File: config.mk
export PLATFORM = sky130hd
export DESIGN_NAME = alu_sequencer
export DESIGN_NICKNAME = d
export VERILOG_FILES = /design/src/rtl/alu_sequencer.sv
export SDC_FILE = /design/constraint.sdc
export NUM_CORES = 1
export LEC_CHECK = 0
export ABC_AREA = 1
export CAP_MARGIN = 20
export CORE_MARGIN = 10
export CORE_UTILIZATION = 54
export CTS_BUF_LIST = sky130_fd_sc_hd__clkbuf_16
export DETAILED_ROUTE_END_ITERATION = 6
export MAX_ROUTING_LAYER = met4
export PLACE_DENSITY = 0.81
export SETUP_SLACK_MARGIN = 0.2
export SLEW_MARGIN = 30
export SYNTH_ARGS = -nofsm -noshare
export SYNTH_HDL_FRONTEND = slang
export SYNTH_SLANG_ARGS = --single-unit
File: constraint.sdc
create_clock -name clock -period 2.3 [get_ports clock]
set_clock_uncertainty 0.05 [all_clocks]
set_input_delay 0.46 -clock clock [delete_from_list [all_inputs] [get_ports clock]]
set_output_delay 0.46 -clock clock [all_outputs]
set_load 0.01 [all_outputs]
File: src/rtl/alu_sequencer.sv
// ============================================================================
//  Module   : alu_sequencer
//  Purpose  : Panel command controller that drives the shared 4-bit ALU through
//             a start/done handshake, including multi-pass shift-and-add multiply.
//  Revision : 1.0  initial release
// ============================================================================
`default_nettype none

module alu_sequencer #(
  parameter int TIMEOUT = 15
) (
  input  logic       clock,
  input  logic       reset_n,
  input  logic       SW0,
  input  logic       SW1,
  input  logic       SW2,
  input  logic       SW3,
  input  logic       SW4,
  input  logic       SW5,
  input  logic       SW6,
  input  logic       SW7,
  input  logic       enable,
  input  logic [1:0] operation,
  output logic [3:0] alu_a,
  output logic [3:0] alu_b,
  output logic [1:0] alu_op,
  output logic       alu_start,
  input  logic [3:0] alu_y,
  input  logic       alu_carry,
  input  logic       alu_done,
  output logic [3:0] rezult,
  output logic       carry,
  output logic       error,
  output logic       busy,
  output logic       done
);

  localparam logic [7:0] c_timeout = TIMEOUT[7:0];
  localparam logic [1:0] c_op_add  = 2'b00;
  localparam logic [1:0] c_op_mul  = 2'b11;

  typedef enum logic [2:0] {
    S_IDLE  = 3'd0,
    S_ISSUE = 3'd1,
    S_WAIT  = 3'd2,
    S_NEXT  = 3'd3,
    S_DONE  = 3'd4
  } state_t;

  state_t     r_state;
  logic       r_en_s1, r_en_s2, r_en_d;
  logic [3:0] r_a;
  logic [3:0] r_mask;
  logic [1:0] r_op;
  logic [3:0] r_acc;
  logic       r_ovf;
  logic [7:0] r_cnt;

  logic [3:0] w_sw_a, w_sw_b;
  logic       w_press;
  logic [1:0] w_bit_idx;
  logic [7:0] w_shift;
  logic [7:0] w_cnt_nxt;

  assign w_sw_a    = {SW3, SW2, SW1, SW0};
  assign w_sw_b    = {SW7, SW6, SW5, SW4};
  assign w_press   = r_en_d & ~r_en_s2;
  assign w_cnt_nxt = r_cnt + 8'd1;
  assign w_shift   = {4'b0000, r_a} << w_bit_idx;

  // Lowest still-pending multiplier bit selects the next partial product.
  always_comb begin
    w_bit_idx = 2'd0;
    for (int k = 3; k >= 0; k--) begin
      if (r_mask[k]) w_bit_idx = k[1:0];
    end
  end

  always_ff @(posedge clock or negedge reset_n) begin
    if (!reset_n) begin
      r_state   <= S_IDLE;
      r_en_s1   <= 1'b1;
      r_en_s2   <= 1'b1;
      r_en_d    <= 1'b1;
      r_a       <= 4'd0;
      r_mask    <= 4'd0;
      r_op      <= 2'd0;
      r_acc     <= 4'd0;
      r_ovf     <= 1'b0;
      r_cnt     <= 8'd0;
      alu_a     <= 4'd0;
      alu_b     <= 4'd0;
      alu_op    <= 2'd0;
      alu_start <= 1'b0;
      rezult    <= 4'd0;
      carry     <= 1'b0;
      error     <= 1'b0;
      busy      <= 1'b0;
      done      <= 1'b0;
    end else begin
      r_en_s1   <= enable;
      r_en_s2   <= r_en_s1;
      r_en_d    <= r_en_s2;
      alu_start <= 1'b0;
      done      <= 1'b0;
      case (r_state)
        S_IDLE: begin
          if (w_press) begin
            r_a    <= w_sw_a;
            r_mask <= w_sw_b;
            r_op   <= operation;
            r_acc  <= 4'd0;
            r_ovf  <= 1'b0;
            busy   <= 1'b1;
            if (operation == c_op_mul) begin
              r_state <= S_NEXT;
            end else begin
              alu_a     <= w_sw_a;
              alu_b     <= w_sw_b;
              alu_op    <= operation;
              alu_start <= 1'b1;
              r_state   <= S_ISSUE;
            end
          end
        end
        S_ISSUE: begin
          r_cnt   <= 8'd0;
          r_state <= S_WAIT;
        end
        S_WAIT: begin
          if (alu_done) begin
            if (r_op == c_op_mul) begin
              r_acc   <= alu_y;
              r_ovf   <= r_ovf | alu_carry;
              r_state <= S_NEXT;
            end else begin
              rezult  <= alu_y;
              carry   <= alu_carry;
              error   <= 1'b0;
              done    <= 1'b1;
              r_state <= S_DONE;
            end
          end else if (w_cnt_nxt == c_timeout) begin
            error   <= 1'b1;
            done    <= 1'b1;
            r_state <= S_DONE;
          end else begin
            r_cnt <= w_cnt_nxt;
          end
        end
        S_NEXT: begin
          if (|r_mask) begin
            alu_a             <= r_acc;
            alu_b             <= w_shift[3:0];
            alu_op            <= c_op_add;
            r_ovf             <= r_ovf | (|w_shift[7:4]);
            r_mask[w_bit_idx] <= 1'b0;
            alu_start         <= 1'b1;
            r_state           <= S_ISSUE;
          end else begin
            rezult  <= r_acc;
            carry   <= r_ovf;
            error   <= 1'b0;
            done    <= 1'b1;
            r_state <= S_DONE;
          end
        end
        S_DONE: begin
          busy    <= 1'b0;
          r_state <= S_IDLE;
        end
        default: begin
          busy    <= 1'b0;
          r_state <= S_IDLE;
        end
      endcase
    end
  end

endmodule

`default_nettype wire

======== After elaboration in Yosys (flattened, before gate mapping) ========
Index checks and enable logic that the tools add are counted.
operators by class
  add/subtract/negate cells ............... 1
  magnitude comparators ................... 2
  equality and inequality tests ........... 17
  shift-type cells ........................ 1
  multiplexer cells ....................... 64
  bitwise gates (word level) .............. 7
  reduce and logical (&&, ||, !) cells .... 20
operators by type and width
  cell                                                             count
  4-bit two-way mux                                                14
  4-bit case mux with 2 select lines                               5
  1-bit two-way mux                                                20
  2-bit != test, second input constant                             9
  2-bit two-way mux                                                8
  8-bit two-way mux                                                2
  8-bit case mux with 2 select lines                               1
  4-bit AND reduction                                              4
  3-bit two-way mux                                                5
  3-bit case mux with 4 select lines                               1
  1-bit case mux with 2 select lines                               5
  8-bit by 1-bit adder with 8-bit output, second input constant    1
  8-bit by 4-bit == test with 1-bit output, second input constant  1
  2-bit nonzero test                                               4
  4-bit OR reduction                                               2
  4-bit by 2-bit left shift with 8-bit output                      1
  3-bit by 2-bit == test with 1-bit output, second input constant  2
  3-bit != test, second input constant                             2
  2-bit AND reduction                                              3
  3-bit AND reduction                                              2
  5-bit AND reduction                                              1
  4-bit AND                                                        1
  2-bit == test, second input constant                             2
  4-bit inverter                                                   1
  other kinds (13)                                                 15
word-level totals
  bits in registers ....................... 48
  input port bits ......................... 19
  output and inout port bits .............. 19
  logic and storage cells ................. 131

======== Longest topological paths before layout ========
Gate-level depths: netlist of run 1.
  depth in word-level cells ............... 12
  gate-level depth with buffers ........... 13
  mapped depth without buffers ............ 13

======== Worst setup path before layout of run 1 ========
OpenSTA, ideal clock, no wires.
  path type ............................... register -> register
  start point ............................. register r_cnt[1]
  end point ............................... register r_cnt[1]
  setup time .............................. 0.117 ns
  arrival time ............................ 1.428 ns
  slack ................................... 0.704 ns
  stages on the path, launching flop included .. 14
  path buffers ............................ 1
  cells stage by stage .................... dfrtp_1 -> ha_1 -> nand2_1 -> inv_2 -> nand3_1 -> nand2_1 -> nand2_1 -> nor2_1 -> nand3_2 -> nand2_2 -> buf_4 -> nand2_1 -> nand2_1 -> nand2_1
between the ends
  cells in the longest elaborated chain, start to end .. 4
  elaborated cells between the ends (all ways) .. 7
  classes of those cells .................. add/sub (1); eq/ne (2); mux (3); reduce/logical (1)
RTL lines
  what                                                                                        RTL line  RTL
  start: declaration                                                                          57        logic [7:0] r_cnt;
  start signal: assignment                                                                    148       r_cnt <= w_cnt_nxt;
  8-bit by 1-bit adder with 8-bit output (*)                                                  68        assign w_cnt_nxt = r_cnt + 8'd1;
  8-bit by 4-bit == test with 1-bit output / 8-bit two-way mux (equally long branches)        143       end else if (w_cnt_nxt == c_timeout) begin
  2-bit != test (no line) / 8-bit two-way mux (equally long branches)                         --
  3-bit AND reduction (no line) / 8-bit case mux with 2 select lines (equally long branches)  --
Every way passes the cells marked *; elsewhere a longest branch is shown, timed or not. The select of a mux whose other input is x is not followed.
A chain may end at the register's enable or synchronous reset.

======== Final worst setup path of run 1 ========
  start point ............................. register r_state[2]
  end point ............................... register carry
between the ends
  cells in the longest elaborated chain, start to end .. 3
  elaborated cells between the ends (all ways) .. 8
  classes of those cells .................. eq/ne (5); mux (1); reduce/logical (2)
RTL lines
  what                                                                  RTL line  RTL
  start: declaration                                                    50        state_t r_state;
  start signal: assignment                                              81        r_state <= S_IDLE;
  start signal: assignment                                              116       r_state <= S_NEXT;
  start signal: assignment                                              122       r_state <= S_ISSUE;
  3-bit by 2-bit == test with 1-bit output                              106       case (r_state)
  2-bit != test (no line) / 2-bit nonzero test (equally long branches)  --
  4-bit AND reduction (no line)                                         --
  end signal: assignment                                                138       carry <= alu_carry;
  end signal: assignment                                                162       carry <= r_ovf;
  end: declaration                                                      32        output logic carry,
Several ways; a longest one is shown, not always the timed one.

==> results of run 1 <==
==> kinds of logic (layout without fill, tap and decap cells) <==
| logic type | count (synthesis) | count (layout) | synth area share |
|---|---|---|---|
| xor+xnor | 1 | 1 | 0.00353 |
| buf+inv | 48 | 90 | 0.0777 |
| fa+ha+maj | 2 | 2 | 0.0101 |
| flops | 48 | 48 | 0.486 |
| simple gates | 167 | 167 | 0.327 |
| compound gates | 40 | 40 | 0.0958 |
==> per-layer routing <==
layer,wire (um),GRT usage,vias up
li1,-,-,1069
met1,2540,0.200,995
met5,0,-,-
met2,2950,0.268,45
met3,251,0.0334,7
met4,57,0.0478,0
==> cell usage after synthesis <==
library cell               count
sky130_fd_sc_hd__nand3_1      27
sky130_fd_sc_hd__dfstp_2       3
sky130_fd_sc_hd__dfrtp_1      45
sky130_fd_sc_hd__buf_1         1
sky130_fd_sc_hd__nand2_1      92
sky130_fd_sc_hd__nor2_4        4
sky130_fd_sc_hd__buf_2         1
sky130_fd_sc_hd__nor3_4        2
sky130_fd_sc_hd__nor2_1       21
sky130_fd_sc_hd__a31oi_1      10
sky130_fd_sc_hd__o21ai_1       2
sky130_fd_sc_hd__nor2_8        2
sky130_fd_sc_hd__nand3_2       1
sky130_fd_sc_hd__o21ai_0      16
sky130_fd_sc_hd__nand2_4       2
sky130_fd_sc_hd__nor3_2        1
sky130_fd_sc_hd__a21oi_1       5
sky130_fd_sc_hd__ha_1          2
sky130_fd_sc_hd__nand2_2       5
sky130_fd_sc_hd__a31oi_2       2
sky130_fd_sc_hd__inv_2         6
sky130_fd_sc_hd__xor2_1        1
sky130_fd_sc_hd__o22ai_1       2
sky130_fd_sc_hd__inv_1        37
sky130_fd_sc_hd__nor2_2        4
sky130_fd_sc_hd__buf_4         1
sky130_fd_sc_hd__o21a_1        1
sky130_fd_sc_hd__nand4_1       4
sky130_fd_sc_hd__buf_6         1
sky130_fd_sc_hd__o31ai_1       2
sky130_fd_sc_hd__clkinv_1      1
sky130_fd_sc_hd__or2_1         1
sky130_fd_sc_hd__nor3_1        1
==> final timing paths <==
check                                        from                    to  slack (ns)  cells past startpoint
max                        r_state[2]$_DFFE_PN0P_     carry$_DFFE_PN0P_        0.39                      9
min                                       reset_n  r_cnt[3]$_DFFE_PN0P_        0.12                      1
max reg2reg                r_state[2]$_DFFE_PN0P_     carry$_DFFE_PN0P_        0.39                      9
min reg2reg                     r_en_s1$_DFF_PN1_     r_en_s2$_DFF_PN1_        0.31                      0
max in group asynchronous                 reset_n    r_a[2]$_DFFE_PN0P_        1.55                      2
min in group clock              r_en_s1$_DFF_PN1_     r_en_s2$_DFF_PN1_        0.31                      0
==> stage by stage <==
step | util | hold WS, ns | cells | setup slack (ns)
after detailed placement | 0.658 | 0.297 | 392 | 0.295
after global routing | 0.708 | 0.170 | 400 | 0.208
after global placement | 0.658 | 0.295 | 392 | 0.344
after floorplan | - | 0.114 | 306 | 0.704
after CTS | 0.707 | 0.139 | 400 | 0.396
final | 0.708 | 0.122 | 400 | 0.386
==> worst register-to-register path, delay by kind of cell, from the launching register on <==
| family | cells | cell delay, ns |
|---|---|---|
| compound gates | 2 | 0.24 |
| buf+inv | 2 | 0.27 |
| flops | 1 | 0.42 |
| simple gates | 5 | 0.83 |
==> cell type report <==
| type | count | area [sq um] |
|---|---|---|
| timing repair buffer | 38 | 385 |
| fill | 356 | 1290 |
| tap | 52 | 65.1 |
| sequential | 48 | 1200 |
| inverter | 44 | 165 |
| clock buffer | 5 | 125 |
| clock inverter | 3 | 90.1 |
| multi-input combinational | 210 | 1090 |
==> where the power goes <==
group / internal, mW / switching, mW
Clock: 0.733 / 0.313
Combinational: 0.780 / 1.25
Sequential: 1.17 / 0.189
Total: 2.68 / 1.76
==> state kept, by name, indices dropped and copies added, names as in the netlist, 2 cells and up <==
name	flops
alu_b	4
alu_a	4
r_state	3
rezult	4
r_op	2
r_acc	4
alu_op	2
r_a	4
r_mask	4
r_cnt	8
==> flow_results.org, run 1 <==
** Status
- The run finished with clean final reports.

** Die
- Core region area :: 4410 sq um
- Die ar. :: 7710 sq um
- Initial Utilization :: 0.562
- Site Rows :: 24
- Top-level port count :: 38
- Horizontal extent of the die :: 87.8 um
- DIE HEIGHT :: 87.8 um

** Worst setup path
- Together, buffers and inverters on the worst path number 2.
- Type of the worst setup path :: flip-flop to flip-flop
- Setup crit end kind :: flip-flop
- Delay of the slowest cell on the worst path :: 0.42 ns
- Slowest cell on crit path :: sky130_fd_sc_hd__dfrtp_1
- In this design, the largest share of critical-path delay is due to simple AND/OR/NAND/NOR gates.
- Data required, critical path :: 2.43 ns
- For the worst setup path, the data arrival time is 2.04 ns.
- The signal on the critical path passes through inv_2 -> nand2_2 -> nor2_8 -> inv_2 -> nand2_1 -> nand2_1 -> nor3_4 -> o21ai_1 -> o21a_1.
- Maximum fanout along the worst path :: 17
- Kind of launch point of the worst setup path :: flip-flop

** GRT
- Vias in the first global route :: 2,138
- Largest net degree at the start of global routing :: 26
- In the global route stage, overall resource usage came out at 0.164.
- Global-route wire length before repair :: 9940 um
- Antenna violations before repair :: 0
- Gr ovfl total :: 0

** Route
- Number of remaining DRC errors :: 0
- In the final routed layout, each cell accounts on average for 14.5 um.
- Summed over all layers, the routed wires come to 5810 um.
- Drt pass-1 iters :: 4
- The count of nets left with antenna violations once routing finished came out at 0.
- Summing over every cut layer, the via total after detailed routing is 2,116.
- In the routed layout, each cell is associated on average with a via count of 5.29.
- Violation count after the first detailed-route iteration :: 120

** Synth
- The number of nets handed over by synthesis was 327.
- In this run, synthesis produced a sequential element count of 48.
- Number of standard cells after synthesis :: 306
- Register area share after synthesis :: 0.486
- Top post-synthesis cells by area :: sky130_fd_sc_hd__dfrtp_1, sky130_fd_sc_hd__nand2_1, sky130_fd_sc_hd__inv_1, sky130_fd_sc_hd__nand3_1, sky130_fd_sc_hd__o21ai_0
- The number of different library cells used by synthesis comes to 33.
- A synthesized cell averages 8.11 sq um.
- During synthesis, Yosys emitted a total of 0 warnings.
- Proportion of netlist area held by the largest area contributor :: 0.454
- Cell type with the highest aggregate area in the netlist :: sky130_fd_sc_hd__dfrtp_1
- Summed instance area of the synthesized netlist :: 2480 sq um

** Job
- Across the run, the number of max-cap violations was 0.

** CTS
- TritonCTS built the clock tree.
- Number of resized instances in the post-cts repair step :: 0
- The tree built by TritonCTS fans out to 48 sinks.
- Once the clock tree was built, the setup fixing pass inserted 0 buffers.
- Number of buffers inserted for hold repair after clock tree synthesis :: 0
- Number of H-tree levels :: 2
- Clock Tree Buf Depth :: 2
- The clock reaches the later pin of the worst-skew pair after 0.28 ns.
- Clock-pin slew reported for the worst setup and hold paths after clock tree synthesis :: 0.06 ns
- Clock tree synthesis inserted a total of 5 buffers.
- Root Buffer :: sky130_fd_sc_hd__clkbuf_16

** Power
- For this design the static power due to leakage is 1.52 nW.
- VDD sags by at most 0.000822 V.
- Total design power :: 4.43 mW
- Pwr per Cell Area :: 1420 nW/um^2

** STA
- Dividing the final minimum period by the clock period gives 0.832.
- Worst slew margin relative to its limit :: 0.604
- Subtracting the final worst setup slack from the clock period gives 1.91 ns.
- Final setup fails :: 0
- Highest clock frequency the design can meet :: 522 MHz
- Setup repair after global routing left no endpoint under its margin.
- The number of failing hold endpoints at the final stage is 0.
- The number of slew-limit violations in the final report was 0.
- Slew @ Worst Pin :: 0.594 ns
- Post-Route Setup TNS :: 0 ns

** Layout
- The repair_antennas step left the layout with diodes totalling 0.
- The final layout contains 368 nets.
- In the final layout, the share of cells above drive strength 1 is 0.121.
- Top library cells by usage in the layout, fill and taps aside :: sky130_fd_sc_hd__nand2_1, sky130_fd_sc_hd__dfrtp_1, sky130_fd_sc_hd__inv_1, sky130_fd_sc_hd__clkdlybuf4s50_1, sky130_fd_sc_hd__nand3_1
- Final std cell area, no fill :: 3120 sq um
- Synth-to-layout area growth :: 25.9%
- Most frequent standard cell in the layout excluding fill and tap cells :: sky130_fd_sc_hd__nand2_1

** Worst hold path
- Worst Hold Class :: input port to asynchronous set/reset pin

** Place
- Placer Congestion :: 0.928
- The wire-length estimate of the detail-placed layout is 4300 um.
- Once placement finished, the instance area stood at 2900 sq um.
- Port buffering added 37 buffers.
No activity file was read; power rests on OpenSTA's default activity.
==> run 2: changes to the inputs <==
Clock period 2.3 ns to 1.8 ns, I/O delays scaled along.
==> flow_results.org, run 2 (synthesis results as in run 1) <==
** Status
- Status :: finished, violations left
- Violations in the final reports :: negative setup slack

** CTS
- The tree is rooted in a sky130_fd_sc_hd__clkbuf_16.
- Clock latency reported for the late side of the worst-skew pair :: 0.29 ns
- After clock tree synthesis, the clock-pin slew on the worst setup and hold paths is 0.07 ns.
- TritonCTS Buffers :: 5
- Hold repair after CTS inserted 0 buffers.
- Clock Tree Buf Depth :: 2
- TritonCTS built the clock tree.
- The clock net in this run drives a total of 48 sinks.
- Number of H-tree levels :: 2

** Route
- Wires add up to 9120 um.
- Violation count after the first detailed-route iteration :: 311
- Via count normalized by instance count :: 6.14
- The routed layout has 2,697 vias.
- In this run the remaining antenna-violating nets after routing total 0.
- After detailed routing, the average wire length per cell comes to 20.8 um.
- Number of remaining DRC errors :: 0
- The first TritonRoute pass finished after 5 iterations.

** Die
- The die is 87.8 um wide.
- The die is 87.8 um tall.
- The floorplan has 24 rows.
- Die ar. :: 7710 sq um
- Core region area :: 4410 sq um
- For this configuration, the core starts out at a cell density of 0.562.
- In this run the count of I/O pins placed on the die edge is 38.

** Place
- Port Buffer Count :: 37
- The congestion estimate from routability-driven global placement came to 0.990.
- At the placement stage, the worst setup path has a slack of 0.0512 ns.
- Detailed placement ended at an HPWL of 4440 um.
- Including well taps, the total number of placed cells is 405.

** Worst setup path
- For the worst setup path, the data arrival time is 1.94 ns.
- Worst r2r src :: r_cnt[0]$_DFFE_PN0P_
- The worst setup path is launched from a flip-flop.
- Of all nets on the critical path, the largest fanout is 3.
- In this run the register-to-register setup slack is -0.007 ns.
- Depth of the most critical reg-to-reg path :: 11
- At the worst endpoint, the required time is 1.93 ns.
- Setup crit end kind :: flip-flop
- In this run the critical register-to-register path is captured at r_cnt[2]$_DFFE_PN0P_.
- Type of the worst setup path :: flip-flop to flip-flop

** Layout
- Relative to the synthesized area, the layout overhead comes to 50.5%.
- The register with the most flip-flops in the layout has 8 of them.
- Leaving out fill and tap cells, the most frequent cell in the layout is sky130_fd_sc_hd__nand2_1.
- Ant. Diodes :: 0
- Most flop-heavy register :: r_cnt
- Layout cell share with drive strength beyond 1 :: 0.357
- For this run, the post-layout net count is 407.
- The finished layout holds 439 standard cells, fillers aside.
- Top library cells by usage in the layout, fill and taps aside :: sky130_fd_sc_hd__nand2_1, sky130_fd_sc_hd__dfrtp_1, sky130_fd_sc_hd__inv_1, sky130_fd_sc_hd__buf_4, sky130_fd_sc_hd__clkdlybuf4s50_1

** Job
- Reported max-cap violation count :: 0

** STA
- Based on the critical path, the design can be clocked at up to 553 MHz.
- Final setup fails :: 1
- Clock period minus final worst setup slack :: 1.81 ns
- Setup repair after global routing could not meet its margin everywhere.
- Hold violation count in the final report :: 0
- Worst slew margin relative to its limit :: 0.623
- Slew @ Worst Pin :: 0.565 ns
- Max Slew Vio Count :: 0
- Once routing completed, OpenROAD measured the worst setup slack at -0.00718 ns.
- In the finished design, the share of the clock period the worst path needs comes to 1.00.

** GRT
- Global routing finished with a remaining overflow of 0.
- Global Route Usage Sum :: 0.195
- Vias in the first global route :: 2,434
- Antenna violations before repair :: 0
- The first global-routing pass estimated 11,700 um of wire.
- Entering global routing, the biggest net connects 23 pins.

** Power
- Internal power comes to 3.68 mW.
- Clock share of power :: 0.138
- Part of the total power dissipated in sequential elements :: 0.267
- Of the total power, combinational logic draws 0.596.
- The analysis attributes to cell leakage a power of 1.83 nW.
- Psw :: 3.05 mW
- Pwr per Cell Area :: 1800 nW/um^2
- Switching Fraction :: 0.454
- Worst vdd ir :: 0.00114 V

** Worst hold path
- The min-delay analysis places its worst path in the category input port to asynchronous set/reset pin.
## run 2: cell types whose count changed in the layout (fill, tap and decap cells not counted), moves of 8 or more
cell	delta
sky130_fd_sc_hd__nor2_1	-12
sky130_fd_sc_hd__nor2_4	+8
sky130_fd_sc_hd__buf_4	+26
sky130_fd_sc_hd__buf_6	+9
sky130_fd_sc_hd__nand2_2	+9
sky130_fd_sc_hd__nand3_1	-9
sky130_fd_sc_hd__dlymetal6s2s_1	+9
sky130_fd_sc_hd__clkdlybuf4s50_1	-15
sky130_fd_sc_hd__nand2_1	-16
## run 2: per-layer routing
metal  up-vias  track usage  routed length (um)
met2       217        0.320                4540
li1       1152            -                   -
met1      1274        0.227                3350
met3        54       0.0427                 780
met4         0       0.0725                 446
met5         -            -                   0
## run 2: power groups by stage
stage / sequential [mW] / clock [mW] / combinational, mW
detailed placement: 1.74 / 0 / 2.71
finish: 1.79 / 0.926 / 4.01
global placement: 1.72 / 0 / 2.66
floorplan: 1.81 / 0 / 1.64
CTS: 1.74 / 0.908 / 3.09
global route: 1.82 / 0.950 / 4.26
## run 2: timing repair
item	CTS	global route
endpoints found under the setup margin	36	51
pin swaps	20	22
buffers inserted	11	13
gates resized for setup	36	80
gates cloned	1	1
## run 2: how the worst max path moves through the flow
stage                     slack, ns                   end                    from  cells past startpoint
final                        -0.007  r_cnt[2]$_DFFE_PN0P_    r_cnt[0]$_DFFE_PN0P_                     11
after global routing          -0.03  alu_a[0]$_DFFE_PN0P_  r_state[2]$_DFFE_PN0P_                     10
after CTS                      0.09  r_cnt[2]$_DFFE_PN0P_    r_cnt[1]$_DFFE_PN0P_                     12
after detailed placement       0.05  r_cnt[0]$_DFFE_PN0P_    r_cnt[0]$_DFFE_PN0P_                     11
after global placement         0.09  alu_b[3]$_DFFE_PN0P_            operation[0]                      8
after floorplan                0.20  r_cnt[1]$_DFFE_PN0P_    r_cnt[1]$_DFFE_PN0P_                     13
## run 2: layout make-up
cell class | instances | area (sq um)
Inverter | 44 | 180
Tap cell | 52 | 65.1
Clock buffer | 5 | 125
Clock inverter | 3 | 16.3
Timing Repair Buffer | 77 | 769
Fill cell | 208 | 679
Multi-Input combinational cell | 210 | 1370
Sequential cell | 48 | 1210
## run 2: through the flow
step / hold slack, ns / TNS (ns) / utilization / area, sq um / power, mW
after global placement: 0.295 / 0 / 0.683 / 3010 / 4.38
after CTS: 0.0261 / 0 / 0.761 / 3360 / 5.74
final: 0.00277 / -0.00718 / 0.846 / 3730 / 6.73
after floorplan: 0.0144 / 0 / - / 2480 / 3.45
after global routing: 0.0288 / -0.123 / 0.846 / 3730 / 7.03
after detailed placement: 0.297 / 0 / 0.683 / 3010 / 4.45
## run 2: critical path, stage by stage, from the launching register on
cell and delay (ns):
sky130_fd_sc_hd__dfrtp_2 0.41, sky130_fd_sc_hd__ha_4 0.18, sky130_fd_sc_hd__inv_2 0.05, sky130_fd_sc_hd__nand2_2 0.08, sky130_fd_sc_hd__nand2_1 0.07, sky130_fd_sc_hd__nor2_2 0.12
sky130_fd_sc_hd__nand2_1 0.09, sky130_fd_sc_hd__nor2_2 0.14, sky130_fd_sc_hd__nand3_4 0.14, sky130_fd_sc_hd__buf_6 0.15, sky130_fd_sc_hd__nand4_1 0.13, sky130_fd_sc_hd__nand2_2 0.08
